<file path="config.mk">
export PLATFORM = sky130hd
export DESIGN_NAME = arbitro_rr_mux2x1_flat
export DESIGN_NICKNAME = d
export VERILOG_FILES = /design/src/rtl/arbitro_rr_mux2x1_if.sv /design/src/rtl/arbitro_rr_mux2x1.sv /design/src/flat_wrapper.sv
export SDC_FILE = /design/constraint.sdc
export NUM_CORES = 1
export LEC_CHECK = 0
export CAP_MARGIN = 20
export CORE_AREA = 2 2 39 41
export CTS_CLUSTER_SIZE = 12
export DETAILED_ROUTE_END_ITERATION = 8
export DIE_AREA = 0 0 41 43
export GPL_TIMING_DRIVEN = 0
export PLACE_DENSITY = 0.67
export SLEW_MARGIN = 5
export SYNTH_ARGS = -nofsm -noshare
export SYNTH_HDL_FRONTEND = slang
export SYNTH_SLANG_ARGS = --single-unit
export TNS_END_PERCENT = 30
</file>
<file path="constraint.sdc">
create_clock -name clk -period 2.43 [get_ports clk]
set_input_delay 0.729 -clock clk [delete_from_list [all_inputs] [get_ports clk]]
set_output_delay 0.729 -clock clk [all_outputs]
set_load 0.05 [all_outputs]
</file>
<file path="src/rtl/arbitro_rr_mux2x1_if.sv">
// Request/grant bundle between two requesters and the round-robin arbiter.
// Carries the level requests in and the registered gnt/S/valid outputs back.
// master = requester side (drives req), slave = arbiter side (drives gnt/S/valid).
interface arbitro_rr_mux2x1_if;
    logic [1:0] req;    // req[0] wants i0, req[1] wants i1
    logic [1:0] gnt;    // one-hot or zero grant
    logic       S;      // mux select, follows the granted index
    logic       valid;  // any grant active

    modport master (
        output req,
        input  gnt,
        input  S,
        input  valid
    );

    modport slave (
        input  req,
        output gnt,
        output S,
        output valid
    );
endinterface

</file>
<file path="src/rtl/arbitro_rr_mux2x1.sv">
// Two-requester round-robin arbiter driving the select of a 2:1 mux stage.
// Latency: one cycle from sampled req to registered gnt/S/valid.
// Backpressure: a source holding the grant while the other waits is preempted after MAX_HOLD cycles.
//
// Ports:
//   clk   - rising-edge clock
//   rst_n - asynchronous active-low reset
//   bus   - slave modport of arbitro_rr_mux2x1_if (req in; gnt, S, valid out)
module arbitro_rr_mux2x1 #(
    parameter int MAX_HOLD = 8
) (
    input  logic                   clk,
    input  logic                   rst_n,
    arbitro_rr_mux2x1_if.slave     bus
);

    localparam int CW = (MAX_HOLD > 1) ? $clog2(MAX_HOLD + 1) : 1;
    localparam logic [CW-1:0] CNT_MAX = CW'(MAX_HOLD - 1);

    typedef enum logic [1:0] {
        IDLE = 2'b00,
        G0   = 2'b01,
        G1   = 2'b10
    } state_t;

    state_t          state;
    state_t          nxt;
    logic [CW-1:0]   cnt;
    logic            last;
    logic [1:0]      gnt_q;
    logic            s_q;
    logic            valid_q;

    assign bus.gnt   = gnt_q;
    assign bus.S     = s_q;
    assign bus.valid = valid_q;

    // Grant decision for the coming edge.
    always_comb begin
        nxt = state;
        case (state)
            IDLE: begin
                if (bus.req == 2'b01)
                    nxt = G0;
                else if (bus.req == 2'b10)
                    nxt = G1;
                else if (bus.req == 2'b11)
                    nxt = last ? G0 : G1;   // tie goes to the source not served last
                else
                    nxt = IDLE;
            end
            G0: begin
                if (!bus.req[0])
                    nxt = bus.req[1] ? G1 : IDLE;
                else if (bus.req[1] && (cnt == CNT_MAX))
                    nxt = G1;               // hold budget spent while i1 waits
                else
                    nxt = G0;
            end
            G1: begin
                if (!bus.req[1])
                    nxt = bus.req[0] ? G0 : IDLE;
                else if (bus.req[0] && (cnt == CNT_MAX))
                    nxt = G0;
                else
                    nxt = G1;
            end
            default: nxt = IDLE;
        endcase
    end

    // State plus registered outputs; outputs are decoded from the next state
    // so gnt/S/valid line up with the state register.
    always_ff @(posedge clk or negedge rst_n) begin
        if (!rst_n) begin
            state   <= IDLE;
            gnt_q   <= 2'b00;
            s_q     <= 1'b0;
            valid_q <= 1'b0;
            cnt     <= '0;
            last    <= 1'b1;
        end else begin
            state <= nxt;

            case (nxt)
                G0: begin
                    gnt_q   <= 2'b01;
                    s_q     <= 1'b0;
                    valid_q <= 1'b1;
                end
                G1: begin
                    gnt_q   <= 2'b10;
                    s_q     <= 1'b1;
                    valid_q <= 1'b1;
                end
                default: begin
                    // S keeps its last value so the mux output stays put while idle.
                    gnt_q   <= 2'b00;
                    valid_q <= 1'b0;
                end
            endcase

            // Counter restarts on any grant entry and in IDLE; saturates while held.
            if ((nxt != state) || (nxt == IDLE))
                cnt <= '0;
            else if (cnt != CNT_MAX)
                cnt <= cnt + 1'b1;

            if ((nxt != state) && (nxt != IDLE))
                last <= (nxt == G1);
        end
    end

endmodule

</file>
<file path="src/flat_wrapper.sv">
// flat-port wrapper written by rule: the top's interface ports become plain ports
module arbitro_rr_mux2x1_flat 
#(
    parameter int MAX_HOLD = 8
)
  (clk, rst_n, bus_req, bus_gnt, bus_S, bus_valid);
  arbitro_rr_mux2x1_if bus_i ();
  input  logic clk;
  input  logic rst_n;
  input wire logic [$bits(bus_i.req)-1:0] bus_req;
  output wire logic [$bits(bus_i.gnt)-1:0] bus_gnt;
  output wire logic [$bits(bus_i.S)-1:0] bus_S;
  output wire logic [$bits(bus_i.valid)-1:0] bus_valid;
  assign bus_i.req = bus_req;
  assign bus_gnt = bus_i.gnt;
  assign bus_S = bus_i.S;
  assign bus_valid = bus_i.valid;
  arbitro_rr_mux2x1 #(.MAX_HOLD(MAX_HOLD)) u_core (.clk(clk), .rst_n(rst_n), .bus(bus_i));
endmodule
</file>
==> results_dict.tcl, run 1 <==
set metrics [dict create \
    fin_tns_setup_ns 0 \
    cts_buffer_depth 2 \
    htree_levels 1 \
    synthSimpleGateAreaFrac_pct 17.3 \
    firstDrtPassIters 3 \
    relSlewSlack_pct 61.7 \
    worstPathRequired_ns 2.63 \
    grt-busiest-layer "met2" \
    grt_pass1_wl_mm 1.71 \
    nets 74 \
    synth-async-reset-ratio_pct 100 \
    vias 431 \
    drv_slew 0 \
    fmax_mhz 426 \
    vdd_drop_max_uv 428 \
    synth_fa_ha_area_share_pct 8.89 \
    root_buffer "clkbuf_4" \
    vias_per_cell 5.32 \
    timing.final.crit_share_pct 96.6 \
    worstSetupPathType "reg -> reg" \
    crit_fanout 6 \
    grt.total_usage_pct 14.5 \
    crit_arrival_ns 2.55 \
    cp-end-kind "flop" \
    drc 0 \
    synthCells 50 \
    synth-edff-count 0 \
    fin_skew_ns 0.00385 \
    fp.dieW_um 41 \
    clkLatencyLatePin_ns 0.27 \
    routabilityCongestion 0.765 \
    register_area_sq_um 277 \
    seq_area_frac_synth_pct 49.1 \
    worstHoldPathCells 1 \
    cts_tree "done" \
    routed_wirelength_mm 1.15 \
    grt_use_met2_pct 23.8 \
    setup_viol 0 \
    n_antenna_cell 0 \
    numCtsBuffers 3 \
    rows 14 \
    syn_to_final_growth_pct 38.2 \
    fin_crit_ns 2.35 \
    fp.coreArea_sq_um 1380 \
    pwr_density_cell_nw_per_um2 756 \
    clk_pin_slew_ns 0.07 \
    use_met3_pct 3.14 \
    wl_per_cell_um 14.2 \
    portBuffers 7 \
    die_height_um 43 \
    grt_pass1_vias 436 \
    ys_warn_count 0 \
    power_leakage_nw 0.338 \
    met1_usage_pct 16.4 \
    final_util_pct 56.2 \
    finalHoldViolCount 0 \
    muxShareOfSynthArea_pct 10.4 \
    cap_viol_max_count 0 \
    hold_class "reg -> reg" \
    synth.avg_cell_area_sq_um 11.3 \
    antenna_left 0 \
    initial_core_util_pct 40.7 \
    synth_compound_area_share_pct 9.33 \
    drt_iter0_markers 4 \
    worst_slew_pin_slew_ns 0.569 \
    num_io_pins 8 \
    fillers 131 \
    synth_top_family_by_area "simple AND/OR/NAND/NOR gates" \
    synth-main-ff-cell "dfrtp_1" \
    ys_types 24 \
    globalRouteOverflowTotal 0 \
    antenna_found_initial 0 \
    netlist_area_sq_um 563 \
    grt_max_degree 12 \
    cp-start-kind "flop" \
    synth_xor_area_share_pct 1.56 \
    drive_gt1_share_pct 32.3 \
    dieArea_sq_um 1760 \
    ys_ff_latch 11 \
    status "completed" \
    syn_nets 58 \
    clkSinkCount 11 \
    multi_input_area_sq_um 337 \
    rr_worst_depth 9 \
]
## area by class of cell
class	count	area share [%]
Multi-Input combinational cell	36	43.2
Buffer	2	1.93
Timing Repair Buffer	11	12.9
Clock buffer	4	3.38
Sequential cell	11	35.5
Inverter	1	0.482
Tap cell	16	2.57
## cells by family after synthesis
| kind of cell | after synthesis |
|---|---|
| AO/OA/AOI/OAI | 7 |
| XOR/XNOR | 1 |
| adder cells (fa/ha/maj) | 4 |
| buffers and inverters | 3 |
| flip-flops | 11 |
| multiplexers | 5 |
| AND/OR/NAND/NOR | 19 |
## Yosys cell counts (2+ instances only)
cell type / n / area share (%)
and3_1: 2 / 2.2
mux2_2: 2 / 4.0
nor4_1: 2 / 2.2
nor2_1: 4 / 2.7
a211oi_2: 2 / 4.4
nor3_1: 2 / 1.8
o21ai_1: 2 / 1.8
ha_1: 4 / 8.9
nand3_1: 4 / 3.6
nand2_1: 3 / 2.0
dfrtp_1: 10 / 44
## through the flow
stage | cell area [sq um] | worst slack (ns) | hold slack [ns] | std cells | total power, mW
2_1_floorplan | 563 | 0.0807 | 0.433 | 50 | 0.361
5_1_grt | 778 | -0.00955 | 0.526 | 81 | 0.617
6_report | 778 | 0.0822 | 0.519 | 81 | 0.588
3_3_place_gp | 653 | -0.131 | 0.492 | 73 | 0.415
3_5_place_dp | 653 | -0.192 | 0.500 | 73 | 0.420
4_1_cts | 697 | 0.0226 | 0.520 | 78 | 0.552
## state kept, by name (all words and copies together) (netlist names)
register,count
u_core.bus.S,1
u_core.cnt,4
u_core.bus.valid,1
u_core.bus.gnt,2
u_core.state,2
u_core.last,1
## final timing paths
check                              start       endpoint  slack [ns]
max                        u_core.cnt[1]    u_core.last        0.08
min                         u_core.bus.S   u_core.bus.S        0.52
max reg2reg                u_core.cnt[1]    u_core.last        0.08
min reg2reg                 u_core.bus.S   u_core.bus.S        0.52
max in group asynchronous          rst_n    u_core.last        1.27
min in group asynchronous          rst_n  u_core.cnt[2]        0.80
## cell usage in the layout (no fill, tap or decap), types with 2 or more instances in the layout
| cell | count |
|---|---|
| nor3_1 | 2 |
| clkdlybuf4s50_1 | 7 |
| ha_1 | 2 |
| nand3_1 | 2 |
| nor2_1 | 4 |
| buf_4 | 4 |
| a211oi_2 | 2 |
| ha_4 | 2 |
| dfrtp_1 | 10 |
| nand3_2 | 2 |
| clkbuf_4 | 3 |
| and3_1 | 2 |
| nand2_1 | 3 |
| mux2_4 | 2 |
## layer usage
layer	vias up	share of wire [%]
met3	5	2.3
li1	211	-
met2	6	54
met4	0	2.0
met1	209	41
met5	-	0
## what timing repair did
| action | 4_1_cts | 5_1_grt |
|---|---|---|
| hold buffers | 0 | 0 |
| buffers inserted | 1 | 3 |
| setup endpoints to repair | 1 | 2 |
| gates resized for setup | 2 | 10 |
| pin swaps | 1 | 3 |
## worst max-delay path, cell delays in order, from the launching register on
cell and delay [ns]:
dfrtp_1 0.42, ha_4 0.18, and3b_1 0.16, buf_6 0.14, mux2_4 0.31, o21ai_4 0.17
nand3_2 0.13, ha_4 0.20, nor4_4 0.22, mux2_1 0.34
## where the power goes
part / leakage (nW) / switching (mW) / total [mW] / internal [mW]
combinational: 0.182 / 0.129 / 0.227 / 0.0971
sequential: 0.141 / 0.0197 / 0.237 / 0.217
clock: 0.0150 / 0.0613 / 0.125 / 0.0635
Note: power is estimated with default switching activity, not from simulation.
==> inputs of run 2 (changes only) <==
Settings changed: CTS_BUF_LIST from default to sky130_fd_sc_hd__clkbuf_8.
==> results_dict.tcl, run 2 (same netlist as run 1, synthesis figures left out) <==
set metrics [dict create \
    status "completed" \
    worstHoldPathCells 1 \
    grt_pass1_wl_mm 1.64 \
    timing.final.crit_share_pct 96.8 \
    vdd_drop_max_uv 537 \
    clkSinkCount 11 \
    cts_buffer_depth 2 \
    cp-end-kind "flop" \
    worstPathRequired_ns 2.58 \
    wl_per_cell_um 12.9 \
    n_antenna_cell 0 \
    root_buffer "clkbuf_8" \
    drv_slew 0 \
    die_height_um 43 \
    rr_worst_depth 9 \
    crit_fanout 6 \
    fp.dieW_um 41 \
    final_util_pct 56.2 \
    drive_gt1_share_pct 31.3 \
    grt.total_usage_pct 14.1 \
    initial_core_util_pct 40.7 \
    dieArea_sq_um 1760 \
    grt_pass1_vias 424 \
    vias 421 \
    antenna_found_initial 0 \
    antenna_left 0 \
    r2r_end "u_core.last" \
    final_common_cell "dfrtp_1" \
    rows 14 \
    drt_iter0_markers 0 \
    layout_common_cells "10 x dfrtp_1, 7 x clkdlybuf4s50_1, 4 x nor2_1" \
    routed_wirelength_mm 1.03 \
    htree_levels 1 \
    cts_tree "done" \
    min_from "u_core.bus.S" \
    clk_pin_slew_ns 0.05 \
    clkLatencyLatePin_ns 0.23 \
    routabilityCongestion 0.765 \
    setup_viol 0 \
    p_total_uw 620 \
    num_io_pins 8 \
    pwr_density_cell_nw_per_um2 797 \
    syn_to_final_growth_pct 38.2 \
    regMostFlops "u_core.cnt" \
    firstDrtPassIters 1 \
    vias_per_cell 5.26 \
    hold_path_end "u_core.bus.S" \
    reg2reg_from "u_core.cnt[0]" \
    largest_register_ffs 4 \
    finalHoldViolCount 0 \
    reg2reg_slack_ns 0.08 \
    setup_ws_ns 0.0789 \
    worst_slew_pin_slew_ns 0.565 \
    nets 73 \
    fin_skew_ns 0.00217 \
    fp.coreArea_sq_um 1380 \
    fmax_mhz 425 \
    worstSetupPathType "reg -> reg" \
    relSlewSlack_pct 62.0 \
    cp-start-kind "flop" \
    numCtsBuffers 3 \
    hold_class "reg -> reg" \
    portBuffers 7 \
    power_leakage_nw 0.341 \
    globalRouteOverflowTotal 0 \
    grt_max_degree 12 \
    fin_crit_ns 2.35 \
    crit_arrival_ns 2.51 \
    dp_slack_ns -0.192 \
    cap_viol_max_count 0 \
    drc 0 \
]
[run 2: cell types whose count changed in the layout (fill, tap and decap cells not counted), sizes merged]
cell,previous run,this run
inv,1,2
buf,6,5
clkbuf,4,3
[run 2: area by class of cell]
type,instances,area [sq um]
Clock inverter,1,3.75
Fill cell,125,606
Tap cell,16,20.0
Buffer,2,15.0
Inverter,1,3.75
Timing Repair Buffer,10,92.6
Sequential cell,11,277
Clock buffer,3,41.3
Multi-Input combinational cell,36,325
[run 2: timing repair]
action,4_1_cts,5_1_grt
resized for setup,2,8
pin swaps,1,6
setup endpoints to repair,1,2
hold buffers,0,0
hold endpoints to repair,0,0
buffers inserted,0,3
[run 2: worst max path at each step]
stage,startpoint,end
detailed placement,u_core.cnt[0],u_core.last
global route,u_core.cnt[0],u_core.last
global placement,bus_req[1],u_core.last
finish,u_core.cnt[0],u_core.last
floorplan,u_core.cnt[0],u_core.last
CTS,u_core.cnt[0],u_core.last
[run 2: critical path: stages (launching register included)]
cell     delay (ns)
dfrtp_1        0.41
ha_4           0.16
and3b_1        0.16
buf_6          0.13
mux2_2         0.34
o21ai_2        0.17
nand3_2        0.13
ha_4           0.20
nor4_4         0.22
mux2_1         0.34
[run 2: metrics by stage]
stage | std cells | cell area [sq um] | TNS (ns) | hold slack (ns)
floorplan | 50 | 563 | 0 | 0.433
global placement | 73 | 653 | -0.131 | 0.492
detailed placement | 73 | 653 | -0.192 | 0.500
CTS | 77 | 708 | 0 | 0.515
global route | 80 | 778 | -0.0106 | 0.533
finish | 80 | 778 | 0 | 0.514
[run 2: metal layers]
metal | share of wire (%) | global-route usage (%) | vias to the layer above
met3 | 1.4 | 3.66 | 0
met5 | 0 | 0 | -
met2 | 59 | 21.3 | 3
met1 | 39 | 16.7 | 209
met4 | 0 | 9.33 | 0
li1 | - | - | 209
[run 2: where the power goes]
group          switching [mW]  internal (mW)
registers              0.0200          0.218
clock network          0.0598          0.110
logic                   0.123         0.0895
total                   0.203          0.418
==> inputs of run 3 (changes only) <==
Settings changed: CORE_AREA 2 2 39 41 to 3 3 40 42, DIE_AREA 0 0 41 43 to 0 0 43 45, GPL_TIMING_DRIVEN 0 to default.
==> results_dict.tcl, run 3 (same netlist as run 1, synthesis figures left out) <==
set metrics [dict create \
    final_common_cell "dfrtp_1" \
    cts_buffer_depth 2 \
    htree_levels 1 \
    cp-end-kind "flop" \
    power_leakage_nw 0.350 \
    nets 76 \
    vias 435 \
    grt_max_degree 12 \
    grt_pass1_wl_mm 1.99 \
    clk_pin_slew_ns 0.05 \
    cts_tree "done" \
    root_buffer "clkbuf_8" \
    n_antenna_cell 0 \
    dp_hpwl_um 779 \
    cts_setup_buffers 0 \
    clkLatencyLatePin_ns 0.24 \
    clkSinkCount 11 \
    regMostFlops "u_core.cnt" \
    num_io_pins 8 \
    fp.dieW_um 43 \
    fp.coreArea_sq_um 1280 \
    cap_viol_max_count 0 \
    worst_slew_pin_slew_ns 0.649 \
    antenna_left 0 \
    routabilityCongestion 0.818 \
    finalHoldViolCount 0 \
    vias_per_cell 5.30 \
    die_height_um 45 \
    firstDrtPassIters 2 \
    place_area_sq_um 697 \
    pwr_density_cell_nw_per_um2 830 \
    layout_common_cells "10 x dfrtp_1, 8 x buf_4, 7 x clkdlybuf4s50_1" \
    largest_register_ffs 4 \
    globalRouteOverflowTotal 0 \
    dieArea_sq_um 1940 \
    fmax_mhz 438 \
    dp.cells 78 \
    initial_core_util_pct 43.8 \
    wl_per_cell_um 13.8 \
    grt_pass1_vias 459 \
    rsz0062_at_grt "no" \
    relSlewSlack_pct 56.3 \
    timing.final.crit_share_pct 93.9 \
    fin_skew_ns 0.000665 \
    syn_to_final_growth_pct 35.3 \
    hold-worst-slack_ns 0.508 \
    setup_viol 0 \
    stdcell_area_sq_um 762 \
    drive_gt1_share_pct 31.3 \
    drt_iter0_markers 14 \
    fin_crit_ns 2.28 \
    cp-start-kind "flop" \
    worstSetupPathType "reg -> reg" \
    worstPathRequired_ns 2.59 \
    portBuffers 7 \
    grt.total_usage_pct 13.9 \
    fillers 111 \
    hold_class "reg -> reg" \
    final_cells 82 \
    rows 13 \
    drv_slew 0 \
    crit_arrival_ns 2.45 \
    numCtsBuffers 3 \
    vdd_drop_max_uv 645 \
    crit_fanout 3 \
    drc 0 \
    antenna_found_initial 0 \
    status "completed" \
    routed_wirelength_mm 1.13 \
    cts_hold_buf 0 \
]
## run 3: report_power, final
group / total, mW / switching [mW] / internal [mW]
clock network: 0.186 / 0.0732 / 0.113
logic: 0.205 / 0.116 / 0.0889
registers: 0.242 / 0.0238 / 0.218
## run 3: worst paths after layout
check,start,endpoint,slack [ns],cells past startpoint
setup / recovery,u_core.cnt[1],u_core.last,0.15,8
hold / removal,u_core.bus.S,u_core.bus.S,0.51,1
setup reg to reg,u_core.cnt[1],u_core.last,0.15,8
hold reg to reg,u_core.bus.S,u_core.bus.S,0.51,1
max in group asynchronous,rst_n,u_core.last,1.27,1
min in group asynchronous,rst_n,u_core.state[1],0.81,1
## run 3: what timing repair did
item                                    4_1_cts  5_1_grt
pin swaps                                     0        1
endpoints found under the setup margin        1        1
gates resized for setup                       2        2
cloned                                        0        0
## run 3: layer usage
metal / global-route usage [%] / routed length [um]
met5: 0 / 0
met4: 3.61 / 14
met3: 2.39 / 36
met2: 28.4 / 597
met1: 14.6 / 479
## run 3: cell type report
class / count / area, sq um / area share (%)
Clock buffer: 3 / 41.3 / 5.42
Timing Repair Buffer: 15 / 130 / 17.1
Multi-Input combinational cell: 36 / 287 / 37.6
Clock inverter: 1 / 5.00 / 0.657
Sequential cell: 11 / 277 / 36.3
Tap cell: 15 / 18.8 / 2.46
Inverter: 1 / 3.75 / 0.493
## run 3: per-stage QoR
stage,worst slack [ns],total power [mW],utilization (%),TNS [ns]
4_1_cts,0.000930,0.626,58.4,0
3_3_place_gp,0.0239,0.432,54.2,0
6_report,0.148,0.633,59.3,0
3_5_place_dp,-0.0310,0.437,54.2,-0.0310
2_1_floorplan,0.0807,0.361,-,0
5_1_grt,0.0376,0.666,59.3,0
## run 3: critical path: stages (launching register included)
cell     delay (ns)
dfrtp_1        0.37
ha_1           0.17
and3b_2        0.23
mux2_2         0.35
o21ai_1        0.19
nand3_1        0.15
ha_2           0.24
nor4_4         0.15
mux2_1         0.35
